[src/rtl/firmware_loader_pkg.sv]
// rtl/firmware_loader_pkg.sv - mapache64 shared types plus the firmware loader additions
package mapache64;

  typedef logic [7:0] data_t;

  localparam int FirmwareAddressWidth = 10;
  typedef logic [FirmwareAddressWidth-1:0] firmware_address_t;
  localparam int FirmwareSize = 1 << FirmwareAddressWidth;

  typedef enum logic [2:0] {
    IDLE,
    LEN_LO,
    LEN_HI,
    FW,
    VEC,
    CSUM,
    DONE,
    ERROR
  } loader_state_t;

  localparam int VectorCount = 6;
  localparam logic [2:0] VectorAddressOffset = 3'h2;

  // True while a frame is being received (MAGIC seen, checksum not yet judged).
  function automatic logic loader_in_frame(input loader_state_t s);
    return (s == LEN_LO) || (s == LEN_HI) || (s == FW) || (s == VEC) || (s == CSUM);
  endfunction

endpackage

[src/rtl/firmware_loader_if.sv]
// rtl/firmware_loader_if.sv - byte stream input and memory write port of the firmware loader
interface firmware_loader_if;
  import mapache64::*;

  data_t             rx_data_i;
  logic              rx_valid_i;
  logic              rx_ready_o;
  logic              wr_en_o;
  firmware_address_t wr_address_o;
  data_t             wr_data_o;
  logic              wr_firmware_o;
  logic              wr_vectors_o;
  logic              cpu_hold_o;
  logic              busy_o;
  logic              done_o;
  logic              error_o;

  // Host side: serial front end feeding bytes and observing the loader.
  modport master (
    output rx_data_i, rx_valid_i,
    input  rx_ready_o, wr_en_o, wr_address_o, wr_data_o, wr_firmware_o,
    input  wr_vectors_o, cpu_hold_o, busy_o, done_o, error_o
  );

  // Loader side.
  modport slave (
    input  rx_data_i, rx_valid_i,
    output rx_ready_o, wr_en_o, wr_address_o, wr_data_o, wr_firmware_o,
    output wr_vectors_o, cpu_hold_o, busy_o, done_o, error_o
  );

endinterface

[src/rtl/firmware_loader_timeout.sv]
// rtl/firmware_loader_timeout.sv - inter-byte watchdog, built only with FIRMWARE_LOADER_TIMEOUT_EN
`ifdef FIRMWARE_LOADER_TIMEOUT_EN
module firmware_loader_timeout #(
  parameter int TIMEOUT_CYCLES = 1_000_000
) (
  input  logic clk_i,
  input  logic rst_i,
  input  logic kick,
  input  logic enable,
  output logic expired
);

  logic [31:0] count;

  // Expiry is flagged on the TIMEOUT_CYCLES-th idle cycle so the FSM errors on that edge.
  assign expired = enable && (count == 32'(TIMEOUT_CYCLES - 1));

  // Count idle cycles; any accepted byte or leaving the frame restarts from zero.
  always_ff @(posedge clk_i) begin
    if (rst_i || kick || !enable) begin
      count <= '0;
    end else if (!expired) begin
      count <= count + 32'd1;
    end
  end

endmodule
`endif

[src/rtl/firmware_loader.sv]
// rtl/firmware_loader.sv - framed byte stream to firmware/vector memory writer (option: FIRMWARE_LOADER_TIMEOUT_EN)
module firmware_loader
  import mapache64::*;
#(
  parameter data_t MAGIC = 8'hA5
`ifdef FIRMWARE_LOADER_TIMEOUT_EN
  ,
  parameter int TIMEOUT_CYCLES = 1_000_000
`endif
) (
  input  logic              clk_i,
  input  logic              rst_i,
  firmware_loader_if.slave  bus
);

  loader_state_t     state;
  logic [15:0]       len;
  firmware_address_t idx;
  data_t             sum;
  logic              accept;
  logic              timeout_expired;
  logic [15:0]       len_full;
  logic [2:0]        vec_addr;

  // The loader never back-pressures, so every valid byte is taken.
  assign accept   = bus.rx_valid_i;
  assign len_full = {bus.rx_data_i, len[7:0]};
  assign vec_addr = idx[2:0] + VectorAddressOffset;

`ifdef FIRMWARE_LOADER_TIMEOUT_EN
  firmware_loader_timeout #(
    .TIMEOUT_CYCLES (TIMEOUT_CYCLES)
  ) u_timeout (
    .clk_i   (clk_i),
    .rst_i   (rst_i),
    .kick    (accept),
    .enable  (loader_in_frame(state)),
    .expired (timeout_expired)
  );
`else
  assign timeout_expired = 1'b0;
`endif

  // Frame parser: advances on accepted bytes, issues one-cycle registered writes.
  always_ff @(posedge clk_i) begin
    if (rst_i) begin
      state             <= IDLE;
      len               <= '0;
      idx               <= '0;
      sum               <= '0;
      bus.rx_ready_o    <= 1'b1;
      bus.wr_en_o       <= 1'b0;
      bus.wr_firmware_o <= 1'b0;
      bus.wr_vectors_o  <= 1'b0;
      bus.wr_address_o  <= '0;
      bus.wr_data_o     <= '0;
      bus.busy_o        <= 1'b0;
      bus.done_o        <= 1'b0;
      bus.error_o       <= 1'b0;
      bus.cpu_hold_o    <= 1'b0;
    end else begin
      bus.rx_ready_o    <= 1'b1;
      bus.wr_en_o       <= 1'b0;
      bus.wr_firmware_o <= 1'b0;
      bus.wr_vectors_o  <= 1'b0;

      if (loader_in_frame(state) && !accept && timeout_expired) begin
        state          <= ERROR;
        bus.error_o    <= 1'b1;
        bus.busy_o     <= 1'b0;
        bus.cpu_hold_o <= 1'b1;
      end else if (accept) begin
        case (state)
          IDLE, DONE, ERROR: begin
            if (bus.rx_data_i == MAGIC) begin
              state          <= LEN_LO;
              sum            <= '0;
              bus.done_o     <= 1'b0;
              bus.error_o    <= 1'b0;
              bus.busy_o     <= 1'b1;
              bus.cpu_hold_o <= 1'b1;
            end
          end
          LEN_LO: begin
            len[7:0] <= bus.rx_data_i;
            sum      <= sum + bus.rx_data_i;
            state    <= LEN_HI;
          end
          LEN_HI: begin
            len[15:8] <= bus.rx_data_i;
            sum       <= sum + bus.rx_data_i;
            if (len_full == 16'd0 || len_full > 16'(FirmwareSize)) begin
              state       <= ERROR;
              bus.error_o <= 1'b1;
              bus.busy_o  <= 1'b0;
            end else begin
              state <= FW;
              idx   <= '0;
            end
          end
          FW: begin
            sum               <= sum + bus.rx_data_i;
            bus.wr_en_o       <= 1'b1;
            bus.wr_firmware_o <= 1'b1;
            bus.wr_address_o  <= idx;
            bus.wr_data_o     <= bus.rx_data_i;
            if (16'(idx) == len - 16'd1) begin
              state <= VEC;
              idx   <= '0;
            end else begin
              idx <= idx + 1'b1;
            end
          end
          VEC: begin
            sum              <= sum + bus.rx_data_i;
            bus.wr_en_o      <= 1'b1;
            bus.wr_vectors_o <= 1'b1;
            bus.wr_address_o <= firmware_address_t'(vec_addr);
            bus.wr_data_o    <= bus.rx_data_i;
            if (idx == firmware_address_t'(VectorCount - 1)) begin
              state <= CSUM;
            end else begin
              idx <= idx + 1'b1;
            end
          end
          CSUM: begin
            bus.busy_o <= 1'b0;
            if (data_t'(sum + bus.rx_data_i) == 8'h00) begin
              state          <= DONE;
              bus.done_o     <= 1'b1;
              bus.cpu_hold_o <= 1'b0;
            end else begin
              state       <= ERROR;
              bus.error_o <= 1'b1;
            end
          end
          default: state <= IDLE;
        endcase
      end
    end
  end

endmodule

[src/flat_wrapper.sv]
// flat-port wrapper written by rule: the top's interface ports become plain ports
module firmware_loader_flat import mapache64::*;
#(
  parameter data_t MAGIC = 8'hA5

)
  (clk_i, rst_i, bus_rx_data_i, bus_rx_valid_i, bus_rx_ready_o, bus_wr_en_o, bus_wr_address_o, bus_wr_data_o, bus_wr_firmware_o, bus_wr_vectors_o, bus_cpu_hold_o, bus_busy_o, bus_done_o, bus_error_o);
  firmware_loader_if bus_i ();
  input  logic clk_i;
  input  logic rst_i;
  input wire logic [$bits(bus_i.rx_data_i)-1:0] bus_rx_data_i;
  input wire logic [$bits(bus_i.rx_valid_i)-1:0] bus_rx_valid_i;
  output wire logic [$bits(bus_i.rx_ready_o)-1:0] bus_rx_ready_o;
  output wire logic [$bits(bus_i.wr_en_o)-1:0] bus_wr_en_o;
  output wire logic [$bits(bus_i.wr_address_o)-1:0] bus_wr_address_o;
  output wire logic [$bits(bus_i.wr_data_o)-1:0] bus_wr_data_o;
  output wire logic [$bits(bus_i.wr_firmware_o)-1:0] bus_wr_firmware_o;
  output wire logic [$bits(bus_i.wr_vectors_o)-1:0] bus_wr_vectors_o;
  output wire logic [$bits(bus_i.cpu_hold_o)-1:0] bus_cpu_hold_o;
  output wire logic [$bits(bus_i.busy_o)-1:0] bus_busy_o;
  output wire logic [$bits(bus_i.done_o)-1:0] bus_done_o;
  output wire logic [$bits(bus_i.error_o)-1:0] bus_error_o;
  assign bus_i.rx_data_i = bus_rx_data_i;
  assign bus_i.rx_valid_i = bus_rx_valid_i;
  assign bus_rx_ready_o = bus_i.rx_ready_o;
  assign bus_wr_en_o = bus_i.wr_en_o;
  assign bus_wr_address_o = bus_i.wr_address_o;
  assign bus_wr_data_o = bus_i.wr_data_o;
  assign bus_wr_firmware_o = bus_i.wr_firmware_o;
  assign bus_wr_vectors_o = bus_i.wr_vectors_o;
  assign bus_cpu_hold_o = bus_i.cpu_hold_o;
  assign bus_busy_o = bus_i.busy_o;
  assign bus_done_o = bus_i.done_o;
  assign bus_error_o = bus_i.error_o;
  firmware_loader #(.MAGIC(MAGIC)) u_core (.clk_i(clk_i), .rst_i(rst_i), .bus(bus_i));
endmodule
[config.mk]
export PLATFORM = sky130hd
export DESIGN_NAME = firmware_loader_flat
export DESIGN_NICKNAME = d
export VERILOG_FILES = /design/src/rtl/firmware_loader_pkg.sv /design/src/rtl/firmware_loader_if.sv /design/src/rtl/firmware_loader_timeout.sv /design/src/rtl/firmware_loader.sv /design/src/flat_wrapper.sv
export SDC_FILE = /design/constraint.sdc
export NUM_CORES = 1
export LEC_CHECK = 0
export ABC_AREA = 1
export CAP_MARGIN = 40
export CORE_ASPECT_RATIO = 0.8
export CORE_MARGIN = 10
export CORE_UTILIZATION = 57
export CTS_CLUSTER_DIAMETER = 40
export DETAILED_ROUTE_END_ITERATION = 10
export MAX_ROUTING_LAYER = met4
export PLACE_DENSITY = 0.76
export SETUP_SLACK_MARGIN = 0.1
export SLEW_MARGIN = 20
export SYNTH_ARGS = -nofsm -noshare
export SYNTH_HDL_FRONTEND = slang
export SYNTH_HIERARCHICAL = 1
export SYNTH_SLANG_ARGS = --single-unit
export TNS_END_PERCENT = 30
[constraint.sdc]
create_clock -name clk_i -period 2.6 [get_ports clk_i]
set_input_delay 0.52 -clock clk_i [delete_from_list [all_inputs] [get_ports clk_i]]
set_output_delay 0.52 -clock clk_i [all_outputs]
set_load 0.01 [all_outputs]
==> run_results.csv <==
group,metric,value,unit
synth,synth-adder-area-share,4.76,%
worst_setup_path,rr_worst_depth,13,
sta,setup-violations-final,0,
layout,final_cell_mix,"nand2_1 (123), dfxtp_1 (62), inv_1 (54), nor2_1 (53), a21oi_1 (52)",
layout,n_fill_cell,500,
run_status,status,"finished, final reports clean",
synth,yosysWarnings,6,
grt,overflow,0,
synth,synth_top_family_by_area,"simple AND/OR/NAND/NOR gates",
worst_setup_path,cp.required,2.83,ns
worst_setup_path,reg2reg_slack,0.39,ns
worst_setup_path,cp-start-kind,"primary input",
grt,grt_pass1_vias,3415,
floorplan,die_w,109,um
grt,global_route.usage.met1,28.9,%
synth,syn_area,3570,sq um
detailed_routing,drt_iter0_drc,275,
floorplan,die_h,90.8,um
sta,post-route-period-util,91.2,%
detailed_routing,wl,9920,um
sta,slew_headroom,63.9,%
sta,skew,0.00748,ns
synth,syn-instance-count,524,
sta,rsz0062_at_grt,"false",
detailed_routing,drc,0,
synth,synth-simple-area-share,33.8,%
place,place.gp.congestion,0.895,
detailed_routing,first_pass_iters,6,
detailed_routing,ant_nets,0,
grt,gr-max-usage-layer,"met2",
sta,hold_violations,0,
synth,syn-mean-instance-area,6.82,sq um
floorplan,io_pins,37,
layout,nets,603,
place,portBuffers,35,
clock_network,htreeDepth,3,
layout,drive_gt1_share,13.0,%
clock_network,cts_tree,"done",
place,dp_cells,648,
sta,finalCriticalPeriod,2.37,ns
place,preCtsSetupSlack,-0.209,ns
hold_path,min_path_cells,2,
grt,antenna_found_initial,0,
worst_setup_path,cp_data_arrival_time,2.60,ns
run,max-cap-violations,0,
detailed_routing,vias,3613,
grt,grt_pass1_wl,16800,um
power,p_leak,0.00188,uW
sta,max_freq,0.422,GHz
worst_setup_path,critical_path_class,"in -> reg",
clock_network,clkTransAtPathRegs,0.07,ns
synth,synth_nets,548,
sta,worst_slack,0.228,ns
grt,global_route.usage.total,21.3,%
clock_network,cts_hold_buf,0,
power,fin_total_pwr,2520,uW
layout,fin_util,72.7,%
layout,layoutNonFillerInstCount,665,
clock_network,cts.sinks,62,
grt,grt_max_degree,30,
worst_setup_path,end_kind,"flop",
synth,synthMuxAreaShare,0,%
power,ir_drop,0.000267,V
detailed_routing,drt-wirelength-per-cell,14.9,um
worst_setup_path,critPathMaxFanout,3,
synth,ys_ff_latch,62,
power,p_per_area,577,nW/um^2
layout,area_delta_synth_final,22.1,%
layout,diodes,0,
synth,synthXorXnorAreaFrac,4.66,%
synth,seq_area_frac_synth,34.7,%
clock_network,cts_buffers,9,
floorplan,rows,25,
sta,slew_violations,0,
synth,ys_types,34,
sta,tightest_slew,0.540,ns
layout,final_common_cell,"nand2_1",
floorplan,initial_core_util,59.5,%
floorplan,die_area,9860,sq um
detailed_routing,vias_per_cell,5.43,
clock_network,cts_max_path_buffers,2,
place,hpwl,7400,um
synth,synth_compound_area_share,13.4,%
grt,grtUsageMet2,31.4,%
grt,use_met3,5.21,%
hold_path,hp-class,"reg -> reg",
clock_network,clock_latency,0.33,ns
floorplan,coreArea,6010,sq um
clock_network,clockRootBuffer,"clkbuf_8",
## where the power goes
part | internal (uW) | switching (uW) | leakage, uW | total (uW)
registers | 976 | 29.6 | 0.000500 | 1010
clock network | 618 | 378 | 0.000120 | 996
logic | 200 | 318 | 0.00126 | 518
total | 1790 | 725 | 0.00188 | 2520
## cell families after synthesis
logic type	Yosys count
other cells	1
simple gates	262
buf+inv	74
xor+xnor	19
compound gates	93
fa+ha+maj	13
flops	62
## path summary, 6_finish.rpt
check                          endpoint         startpoint
setup / recovery  u_core/bus.cpu_hold_o   bus_rx_data_i[0]
hold / removal        u_core/bus.done_o  u_core/bus.done_o
setup reg to reg          u_core/idx[2]      u_core/len[0]
hold reg to reg       u_core/bus.done_o  u_core/bus.done_o
## routing by layer
| layer | up-vias | routed length, um |
|---|---|---|
| li1 | 1803 | - |
| met1 | 1634 | 4830 |
| met2 | 162 | 4210 |
| met3 | 14 | 752 |
| met4 | 0 | 123 |
| met5 | - | 0 |
## flip-flops by register name (all words and copies together) (netlist names)
signal / cells
u_core/bus.wr_data_o: 8
u_core/bus.busy_o: 1
u_core/state: 3
u_core/bus.cpu_hold_o: 1
u_core/idx: 10
u_core/bus.wr_vectors_o: 1
u_core/bus.wr_en_o: 1
u_core/bus.error_o: 1
u_core/bus.done_o: 1
u_core/sum: 8
u_core/bus.wr_address_o: 10
u_core/len: 16
u_core/bus.wr_firmware_o: 1
## worst max-delay path: stages
cell and delay, ns:
clkdlybuf4s50_1 0.49, ha_2 0.20, fa_2 0.44, nor3_1 0.19
nand3_1 0.11, nor2_2 0.12, nand4_1 0.17, nand2_2 0.14
nand3_1 0.10, nand2_1 0.08, nor2_1 0.04
## final cells by class
cell class	instances	area [sq um]	area share, %
multi-input cells	388	2040	46.7
clock buffers	13	169	3.87
inverters	61	234	5.36
flip-flops and latches	62	1240	28.4
repair buffers	57	515	11.8
well taps	81	101	2.32
clock inverters	3	65.1	1.49
## metrics by stage
stage / cell area [sq um] / hold WS [ns] / setup TNS, ns
3_5_place_dp: 4110 / 0.460 / -0.630
2_1_floorplan: 3570 / 0.448 / 0
3_3_place_gp: 4110 / 0.454 / -0.429
5_1_grt: 4360 / 0.507 / 0
4_1_cts: 4350 / 0.473 / 0
6_report: 4360 / 0.468 / 0
## synth_stat cells
| master | n | area share, % |
|---|---|---|
| fa_1 | 1 | 0.56 |
| nor2_4 | 6 | 1.9 |
| buf_2 | 4 | 0.56 |
| clkbuf_2 | 1 | 0.14 |
| nand2_1 | 124 | 13 |
| nand3_1 | 33 | 4.6 |
| or2_2 | 1 | 0.18 |
| nand3_2 | 2 | 0.56 |
| a21oi_1 | 52 | 7.3 |
| o21ai_0 | 35 | 4.9 |
| xor2_1 | 10 | 2.5 |
| dfxtp_1 | 62 | 35 |
| inv_1 | 54 | 5.7 |
| nand4_1 | 5 | 0.88 |
| clkbuf_1 | 4 | 0.42 |
| xnor2_1 | 9 | 2.2 |
| a21o_1 | 1 | 0.21 |
| buf_4 | 4 | 0.84 |
| nor3_1 | 11 | 1.5 |
| nand2_2 | 4 | 0.70 |
| a21boi_0 | 1 | 0.21 |
| o211ai_1 | 1 | 0.21 |
| nor2_2 | 11 | 1.9 |
| o21ai_2 | 1 | 0.25 |
| nand3b_1 | 8 | 1.7 |
| nor2_1 | 54 | 5.7 |
| nand3_4 | 1 | 0.49 |
| nand2_4 | 2 | 0.63 |
| ha_1 | 12 | 4.2 |
| o21bai_1 | 1 | 0.21 |
| a31oi_1 | 1 | 0.18 |
| inv_2 | 6 | 0.63 |
| inv_6 | 1 | 0.25 |
| conb_1 | 1 | 0.10 |
## timing repair
action,in CTS,in global routing
setup buffers,0,1
endpoints found under the setup margin,0,3
gates resized for setup,0,4
Note: power is estimated with default switching activity, not from simulation.
